## config.mk

```make
export PLATFORM = sky130hd
export DESIGN_NAME = enc_64_6_stream_flat
export DESIGN_NICKNAME = d
export VERILOG_FILES = /design/src/rtl/enc_64_6_stream_pkg.sv /design/src/rtl/enc_64_6_stream_if.sv /design/src/rtl/enc_64_6_stream_enc_8_3.sv /design/src/rtl/enc_64_6_stream.sv /design/src/flat_wrapper.sv
export SDC_FILE = /design/constraint.sdc
export NUM_CORES = 1
export LEC_CHECK = 0
export CAP_MARGIN = 40
export CORE_MARGIN = 2
export CORE_UTILIZATION = 56
export CTS_CLUSTER_SIZE = 25
export DETAILED_ROUTE_END_ITERATION = 7
export GPL_ROUTABILITY_DRIVEN = 1
export PLACE_DENSITY = 0.82
export REMOVE_ABC_BUFFERS = 1
export SLEW_MARGIN = 20
export SYNTH_ARGS = -nofsm -noshare
export SYNTH_HDL_FRONTEND = slang
export SYNTH_HIERARCHICAL = 1
export SYNTH_SLANG_ARGS = --single-unit
export TNS_END_PERCENT = 30
```

## constraint.sdc

```tcl
create_clock -name clk -period 4.45 [get_ports clk]
set_input_delay 0.6675 -clock clk [delete_from_list [all_inputs] [get_ports clk]]
set_output_delay 0.6675 -clock clk [all_outputs]
set_load 0.01 [all_outputs]
```

## src/rtl/enc_64_6_stream_pkg.sv

```systemverilog
// enc_64_6_stream_pkg: shared widths and state encoding for the mask-to-index streamer
package enc_64_6_stream_pkg;
  localparam int W  = 64;
  localparam int IW = 6;
  localparam int G  = 8;
  localparam logic [0:0] S_IDLE = 1'b0;
  localparam logic [0:0] S_EMIT = 1'b1;
endpackage

```

## src/rtl/enc_64_6_stream_if.sv

```systemverilog
// enc_64_6_stream_if: mask-in / index-out handshake bundle
interface enc_64_6_stream_if;
  import enc_64_6_stream_pkg::*;
  logic          in_valid;
  logic          in_ready;
  logic [W-1:0]  in_vec;
  logic          out_valid;
  logic          out_ready;
  logic [IW-1:0] out_idx;
  logic          out_last;
  logic          out_none;
  modport master (
    output in_valid, in_vec, out_ready,
    input  in_ready, out_valid, out_idx, out_last, out_none
  );
  modport slave (
    input  in_valid, in_vec, out_ready,
    output in_ready, out_valid, out_idx, out_last, out_none
  );
endinterface

```

## src/rtl/enc_64_6_stream_enc_8_3.sv

```systemverilog
// enc_8_3: combinational lowest-set-bit encoder for one 8-bit group
module enc_8_3 (
  input  logic [7:0] i_in,
  output logic [2:0] o_idx,
  output logic       o_any
);
  // scan high to low so the lowest set bit wins
  always_comb begin
    o_idx = '0;
    for (int k = 7; k >= 0; k--) if (i_in[k]) o_idx = 3'(k);
  end
  assign o_any = |i_in;
endmodule

```

## src/rtl/enc_64_6_stream.sv

```systemverilog
// enc_64_6_stream: streams the index of every set mask bit, lowest first, one per handshake
module enc_64_6_stream
  import enc_64_6_stream_pkg::*;
(
  input logic              clk,
  input logic              rst,
  enc_64_6_stream_if.slave bus
);
  logic [0:0]    r_state;
  logic [W-1:0]  r_mask;
  logic          r_none;
  logic [G-1:0]  w_grp_any;
  logic [2:0]    w_bit_idx [G];
  logic [2:0]    w_grp_idx;
  logic          w_any;
  logic          w_single;
  logic          w_last;
  logic          w_emit;
  logic [IW-1:0] w_idx;
  genvar g;
  for (g = 0; g < G; g++) begin : g_grp
    enc_8_3 u_enc (
      .i_in  (r_mask[g*G +: G]),
      .o_idx (w_bit_idx[g]),
      .o_any (w_grp_any[g])
    );
  end
  enc_8_3 u_sel (
    .i_in  (w_grp_any),
    .o_idx (w_grp_idx),
    .o_any (w_any)
  );
  assign w_emit   = r_state == S_EMIT;
  assign w_idx    = {w_grp_idx, w_bit_idx[w_grp_idx]};
  assign w_single = w_any && ((r_mask & (r_mask - W'(1))) == '0);
  assign w_last   = w_single || r_none;
  assign bus.in_ready  = !w_emit;
  assign bus.out_valid = w_emit;
  assign bus.out_idx   = w_emit ? w_idx : '0;
  assign bus.out_last  = w_emit && w_last;
  assign bus.out_none  = w_emit && r_none;
  // load a mask in IDLE, retire one bit per accepted beat in EMIT
  always_ff @(posedge clk) begin
    if (rst) begin
      r_state <= S_IDLE;
      r_mask  <= '0;
      r_none  <= 1'b0;
    end else if (!w_emit) begin
      if (bus.in_valid) begin
        r_mask  <= bus.in_vec;
        r_none  <= bus.in_vec == '0;
        r_state <= S_EMIT;
      end
    end else if (bus.out_ready) begin
      r_mask[w_idx] <= 1'b0;
      if (w_last) r_state <= S_IDLE;
    end
  end
endmodule

```

## src/flat_wrapper.sv

```systemverilog
// flat-port wrapper written by rule: the top's interface ports become plain ports
module enc_64_6_stream_flat import enc_64_6_stream_pkg::*;
  (clk, rst, bus_in_valid, bus_in_vec, bus_out_ready, bus_in_ready, bus_out_valid, bus_out_idx, bus_out_last, bus_out_none);
  enc_64_6_stream_if bus_i ();
  input logic clk;
  input logic rst;
  input wire logic [$bits(bus_i.in_valid)-1:0] bus_in_valid;
  input wire logic [$bits(bus_i.in_vec)-1:0] bus_in_vec;
  input wire logic [$bits(bus_i.out_ready)-1:0] bus_out_ready;
  output wire logic [$bits(bus_i.in_ready)-1:0] bus_in_ready;
  output wire logic [$bits(bus_i.out_valid)-1:0] bus_out_valid;
  output wire logic [$bits(bus_i.out_idx)-1:0] bus_out_idx;
  output wire logic [$bits(bus_i.out_last)-1:0] bus_out_last;
  output wire logic [$bits(bus_i.out_none)-1:0] bus_out_none;
  assign bus_i.in_valid = bus_in_valid;
  assign bus_i.in_vec = bus_in_vec;
  assign bus_i.out_ready = bus_out_ready;
  assign bus_in_ready = bus_i.in_ready;
  assign bus_out_valid = bus_i.out_valid;
  assign bus_out_idx = bus_i.out_idx;
  assign bus_out_last = bus_i.out_last;
  assign bus_out_none = bus_i.out_none;
  enc_64_6_stream u_core (.clk(clk), .rst(rst), .bus(bus_i));
endmodule
```

==> results of run 1 <==
[power by group through the flow]
stage,registers (mW),clock network [mW],logic (mW)
floorplan,0.773,0,0.802
global placement,0.762,0,1.47
detailed placement,0.766,0,1.50
CTS,0.753,0.518,1.53
global route,0.772,0.544,1.74
finish,0.767,0.519,1.63
[path summary, 6_finish.rpt]
path | startpoint | end | slack, ns
setup / recovery | u_core/r_mask[26]$_SDFFE_PP0P_ | bus_out_last | 0.05
hold / removal | u_core/r_none$_SDFFE_PP0P_ | u_core/r_none$_SDFFE_PP0P_ | 0.51
setup reg to reg | u_core/r_mask[54]$_SDFFE_PP0P_ | u_core/r_mask[34]$_SDFFE_PP0P_ | 0.36
hold reg to reg | u_core/r_none$_SDFFE_PP0P_ | u_core/r_none$_SDFFE_PP0P_ | 0.51
[layout make-up]
cell class / count / area [sq um] / share of cell area, %
multi-input cells: 727 / 4013 / 57.21
inverters: 10 / 37.54 / 0.5351
well taps: 129 / 161.4 / 2.301
flip-flops and latches: 66 / 1325 / 18.89
repair buffers: 147 / 1290 / 18.39
clock inverters: 4 / 52.55 / 0.7492
clock buffers: 12 / 135.1 / 1.927
[critical path: cells and delay by family, from the launching register on]
| family | cells | cell delay (ns) |
|---|---|---|
| and+or+nand+nor | 6 | 2.04 |
| DFF | 1 | 0.41 |
| AOI/OAI and AO/OA | 2 | 0.25 |
| buffers and inverters | 2 | 0.70 |
[metrics by stage]
stage	total power, mW	hold slack, ns	std cells	util [%]
floorplan	1.575	0.4475	803	-
global placement	2.232	0.4796	1073	71.35
detailed placement	2.267	0.5049	1074	71.48
CTS	2.798	0.5165	1091	74.08
global route	3.052	0.5374	1095	75.20
finish	2.916	0.5149	1095	75.20
[synthesized netlist by cell type, drive strengths merged (2+ instances only)]
cell	count	area, sq um
nand2	213	799.5
nor2	119	446.7
a21oi	79	395.4
dfxtp	66	1321
a31oi	65	406.6
clkbuf	40	150.1
nor4	36	287.8
o21ai	20	100.1
nand3	17	85.08
nor3	17	90.09
nand4	13	81.33
and3b	12	105.1
o41ai	12	105.1
nor2b	11	68.82
o31ai	11	82.58
or3	11	73.82
inv	10	37.54
o21bai	10	75.07
or4	10	80.08
a21boi	9	67.56
buf	8	33.78
or2	6	37.54
a22oi	5	37.54
and2	5	31.28
mux2i	4	40.04
nand2b	4	25.02
nand3b	4	30.03
a211o	3	26.28
a211oi	2	20.02
maj3	2	20.02
nand4b	2	17.52
nor3b	2	15.01
o22ai	2	12.51
o32ai	2	17.52
o41a	2	22.52
[state kept, by name, summed over array words and instances (netlist names)]
signal,cells
u_core/r_mask,64
u_core/bus.out_valid,1
u_core/r_none,1
[kinds of logic (layout without fill, tap and decap cells)]
group | Yosys count | in the layout | share of synthesized area, %
AND/OR/NAND/NOR | 483 | 483 | 42.15
multiplexers | 6 | 6 | 1.364
flip-flops | 66 | 66 | 24.42
buffers and inverters | 58 | 173 | 4.092
adder cells (fa/ha/maj) | 2 | 2 | 0.3700
AO/OA/AOI/OAI | 236 | 236 | 27.61
[repair_timing]
item,in CTS,in global routing
endpoints found under the setup margin,2,4
pin swaps,4,3
setup buffers,1,2
gates resized for setup,10,17
[layer usage]
layer / wire (um) / vias to the layer above
li1: - / 3327
met1: 8066 / 3406
met2: 10230 / 483
met3: 2562 / 115
met4: 1555 / 0
met5: 0 / -
==> metrics, run 1 <==
status=completed; slew margin rel.=36.67%; Final nets=1029; final WL=22410 um; post-synthesis register bit count=66; slowest stage cell, crit path=clkdlybuf4s50_1; Placer Congestion=1.021; total track usage=42.98%; FMAX=0.2272 GHz; register area share after synthesis=24.42%; Vias=7331; Detailed Place HPWL=16490 um; Post-Synthesis Cells=851; critical path arrival=3.73 ns; number of port buffers=77; chip width=102.3 um; Post-synth EDFFs=0; crit-path max cell delay=0.53 ns; GR Util met3=10.88%; Num CTS Buffers=9; first-iteration detailed-routing DRC count=740; worst min path class=register to register; Starting Density=58.01%; Slew Viols, Final=0; Syn Area/Cell=6.359 sq um; maximum clock insertion buffer count=2; WP data required=3.78 ns; Worst Hold Path Cells=2; GR Layer Usage met1=51.40%; DRC Markers=0; NetSw=1.361 mW; leakage=2.568 nW; setup ws final=0.04885 ns; root buf cell=clkbuf_8; fin area=7014 sq um; busiest grt layer=met2; hold buffers post-CTS=0; Clk Latency, worst-skew pair=0.36 ns; RSZ-0062 raised after global routing=yes; GRT overflow=0; ANT nets after route=0; pwr dens=415.7 nW/um^2; fin crit share=98.90%; most common cell after layout, fill and taps aside=nand2_1; setup tns final=0 ns; post-synthesis async set-or-reset flop share=0%; full die area=10470 sq um; Setup violations, final=0; final clock skew=0.02573 ns; Site Rows=35; GR met2 Demand/Resource=69.79%; Worst R2R Path Depth=14; drt pass-1 iters=5; crit end category=primary output; FILL cells=730; switch share=46.68%; commonest cells after routing, fill and taps aside=nand2_1 (212), nor2_1 (118), a21oi_1 (79); Slew @ Worst Pin=0.9377 ns; vias in the first global route=6609; clock share of power=17.8%; Max Cap Viol=0; placed instance area=6668 sq um; first-pass GRT wire length=34610 um; synthesized area=5411 sq um; power share of the combinational group=55.9%; Pint=1.555 mW; share of post-route cells with drive strength above 1=13.87%; Setup Crit Path Kind=register to primary output; IR Drop Worst-Case VDD=228.8 uV; Syn. warnings=6; WL/cell=20.47 um; Final min period=4.401 ns; Reg power frac=26.3%; via-per-instance ratio=6.695; maximum fanout along the worst path=8; Final Hold Fails=0; clk sinks=66; antenna violations before repair=0; CP Cell Sequence=nor4_2 > nand2_1 > or3_4 > buf_4 > or4_1 > o311ai_1 > nand4_1 > nor4_4 > o21a_1 > clkdlybuf4s50_1; worst slack, placed=0.1217 ns; CTS tree=done; clk slew on worst S/H paths=0.08 ns; H-tree depth=3; Netlist cell types=59; Layout area overhead=29.62%; largest net degree at the start of global routing=66; I/O pins=78; CP Launch Type=register; Ant. Diodes=0; dominant synthesized flop cell=dfxtp_1; Core Area=9328 sq um; Die Height=102.3 um
No activity file was read; power rests on OpenSTA's default activity.
==> run 2, diff against run 1 <==
--- a/config.mk
+++ b/config.mk
@@ -13,7 +13,7 @@
 export GPL_ROUTABILITY_DRIVEN = 1
 export PLACE_DENSITY = 0.82
 export REMOVE_ABC_BUFFERS = 1
-export SLEW_MARGIN = 20
+export SLEW_MARGIN = 5
 export SYNTH_ARGS = -nofsm -noshare
 export SYNTH_HDL_FRONTEND = slang
 export SYNTH_HIERARCHICAL = 1
==> metrics, run 2 (synthesized netlist as in run 1, its figures left out) <==
FILL cells=761 (+4.2%); WL/cell=20.77 um (+1.5%); most frequent CP cell=buf_4; WP data required=3.78 ns (about the same); number of port buffers=77 (unchanged); CTS tree=done; vias in the first global route=6735 (+1.9%); Detailed Place HPWL=16680 um (+1.2%); full die area=10470 sq um (unchanged); CP Buf/Inv Count=3 (+1); Max Cap Viol=0 (unchanged); first-iteration detailed-routing DRC count=685 (-7.4%); fin crit share=98.45% (-0.45 points); DRC Markers=0 (unchanged); pwr dens=422.0 nW/um^2 (+1.5%); antenna violations before repair=0 (unchanged); max FFs per register=64 (unchanged); Core Area=9328 sq um (unchanged); clk sinks=66 (unchanged); CP Cell Sequence=buf_4 > nor4_2 > nand3_1 > o41ai_2 > buf_4 > nand2b_1 > nor2_2 > a221oi_2 > nor2_1 > clkdlybuf4s50_1; status=completed; Ant. Diodes=0 (unchanged); maximum clock insertion buffer count=2 (unchanged); GRT overflow=0 (unchanged); crit-path max cell delay=0.57 ns (+0.04 ns); H-tree depth=3 (unchanged); slew margin rel.=32.54% (-4.1 points); commonest cells after routing, fill and taps aside=nand2_1 (212), nor2_1 (118), a21oi_1 (79); family with the most delay on the worst path=simple AND/OR/NAND/NOR gates; drt pass-1 iters=8 (+3); final clock skew=0.02094 ns (-0.004789 ns); maximum fanout along the worst path=10 (+2); first-pass GRT wire length=35110 um (+1.4%); largest net degree at the start of global routing=66 (unchanged); I/O pins=78 (unchanged); IR Drop Worst-Case VDD=243.5 uV (+6.5%); stages on the worst setup path=10 (unchanged); FMAX=0.2282 GHz (+0.45%); most common cell after layout, fill and taps aside=nand2_1; chip width=102.3 um (unchanged); crit end category=primary output; share of post-route cells with drive strength above 1=14.15% (+0.28 points); Final min period=4.381 ns (-0.01992 ns); leakage=2.601 nW (+1.3%); Placer Congestion=1.021 (unchanged); Slew Viols, Final=0 (unchanged); root buf cell=clkbuf_8; Vias=7359 (+0.38%); Final Hold Fails=0 (unchanged); Setup Crit Path Kind=register to primary output; Site Rows=35 (unchanged); reg-to-reg startpoint=u_core/r_mask[39]$_SDFFE_PP0P_; Finished Core Util=75.51% (+0.31 points); worst min path class=register to register; slowest stage cell, crit path=clkdlybuf4s50_1; Tot Pwr=2.972 mW (+1.9%); Clk Latency, worst-skew pair=0.36 ns (about the same); total track usage=43.73% (+0.76 points); final non-filler cell total=1097 (+0.18%); critical path arrival=3.71 ns (-0.02 ns); Die Height=102.3 um (unchanged); ANT nets after route=0 (unchanged); CP Launch Type=register; Worst Hold Path Cells=1 (-1); Hold Path Origin=u_core/r_none$_SDFFE_PP0P_; final WL=22790 um (+1.7%); Layout area overhead=30.15%; Slew @ Worst Pin=1.003 ns (+0.06495 ns); Starting Density=58.01% (unchanged); Final nets=1031 (+0.19%); clk slew on worst S/H paths=0.09 ns (about the same); Hold Slack=0.5092 ns (-0.005715 ns); Worst Setup SP=u_core/r_mask[4]$_SDFFE_PP0P_; placed cells=1075 (+0.093%); Top reg by flops=u_core/r_mask; Setup violations, final=0 (unchanged); Num CTS Buffers=9 (unchanged); via-per-instance ratio=6.708 (+0.20%); hold buffers post-CTS=0 (unchanged); Worst R2R Path Depth=14 (unchanged)
==> run 2: through the flow <==
step / setup slack (ns) / setup TNS [ns] / instance area [sq um]
after detailed placement: 0.1171 / 0 / 6686
after global placement: 0.09070 / 0 / 6655
after CTS: 0.003115 / 0 / 6977
after global routing: -0.001577 / -0.001577 / 7043
after floorplan: 0.3237 / 0 / 5228
final: 0.06876 / 0 / 7043
==> run 2: what timing repair did <==
action / in CTS / in global routing
setup buffers: 3 / 3
pin swaps: 4 / 4
gates resized for setup: 13 / 11
endpoints found under the setup margin: 2 / 9
==> run 2: routing by layer <==
| metal | wire (um) | vias to the layer above | part of all wire [%] | global-route usage [%] |
|---|---|---|---|---|
| met5 | 0 | - | 0 | 0 |
| met4 | 1521 | 0 | 6.7 | 26.67 |
| met3 | 2665 | 113 | 12 | 9.097 |
| met2 | 10450 | 507 | 46 | 71.51 |
| met1 | 8150 | 3412 | 36 | 52.69 |
| li1 | - | 3327 | - | - |
==> run 2: cell type report <==
cell class / count / area [sq um] / area share (%)
Sequential cell: 66 / 1325 / 18.81
Timing Repair Buffer: 149 / 1325 / 18.81
Multi-Input combinational cell: 727 / 3983 / 56.55
Clock inverter: 5 / 60.06 / 0.8527
Tap cell: 129 / 161.4 / 2.292
Clock buffer: 11 / 151.4 / 2.150
Inverter: 10 / 37.54 / 0.5330
==> run 2: worst paths after layout <==
check | to | slack [ns]
min | u_core/bus.out_valid$_SDFF_PP0_ | 0.51
max | bus_out_idx[0] | 0.07
max reg2reg | u_core/r_mask[2]$_SDFFE_PP0P_ | 0.29
min reg2reg | u_core/bus.out_valid$_SDFF_PP0_ | 0.51
==> run 2: where the power goes <==
group          switching [mW]  internal [mW]  total (mW)
logic                   0.997          0.645        1.64
clock network           0.272          0.293       0.565
registers               0.114          0.651       0.765
total                    1.38           1.59        2.97
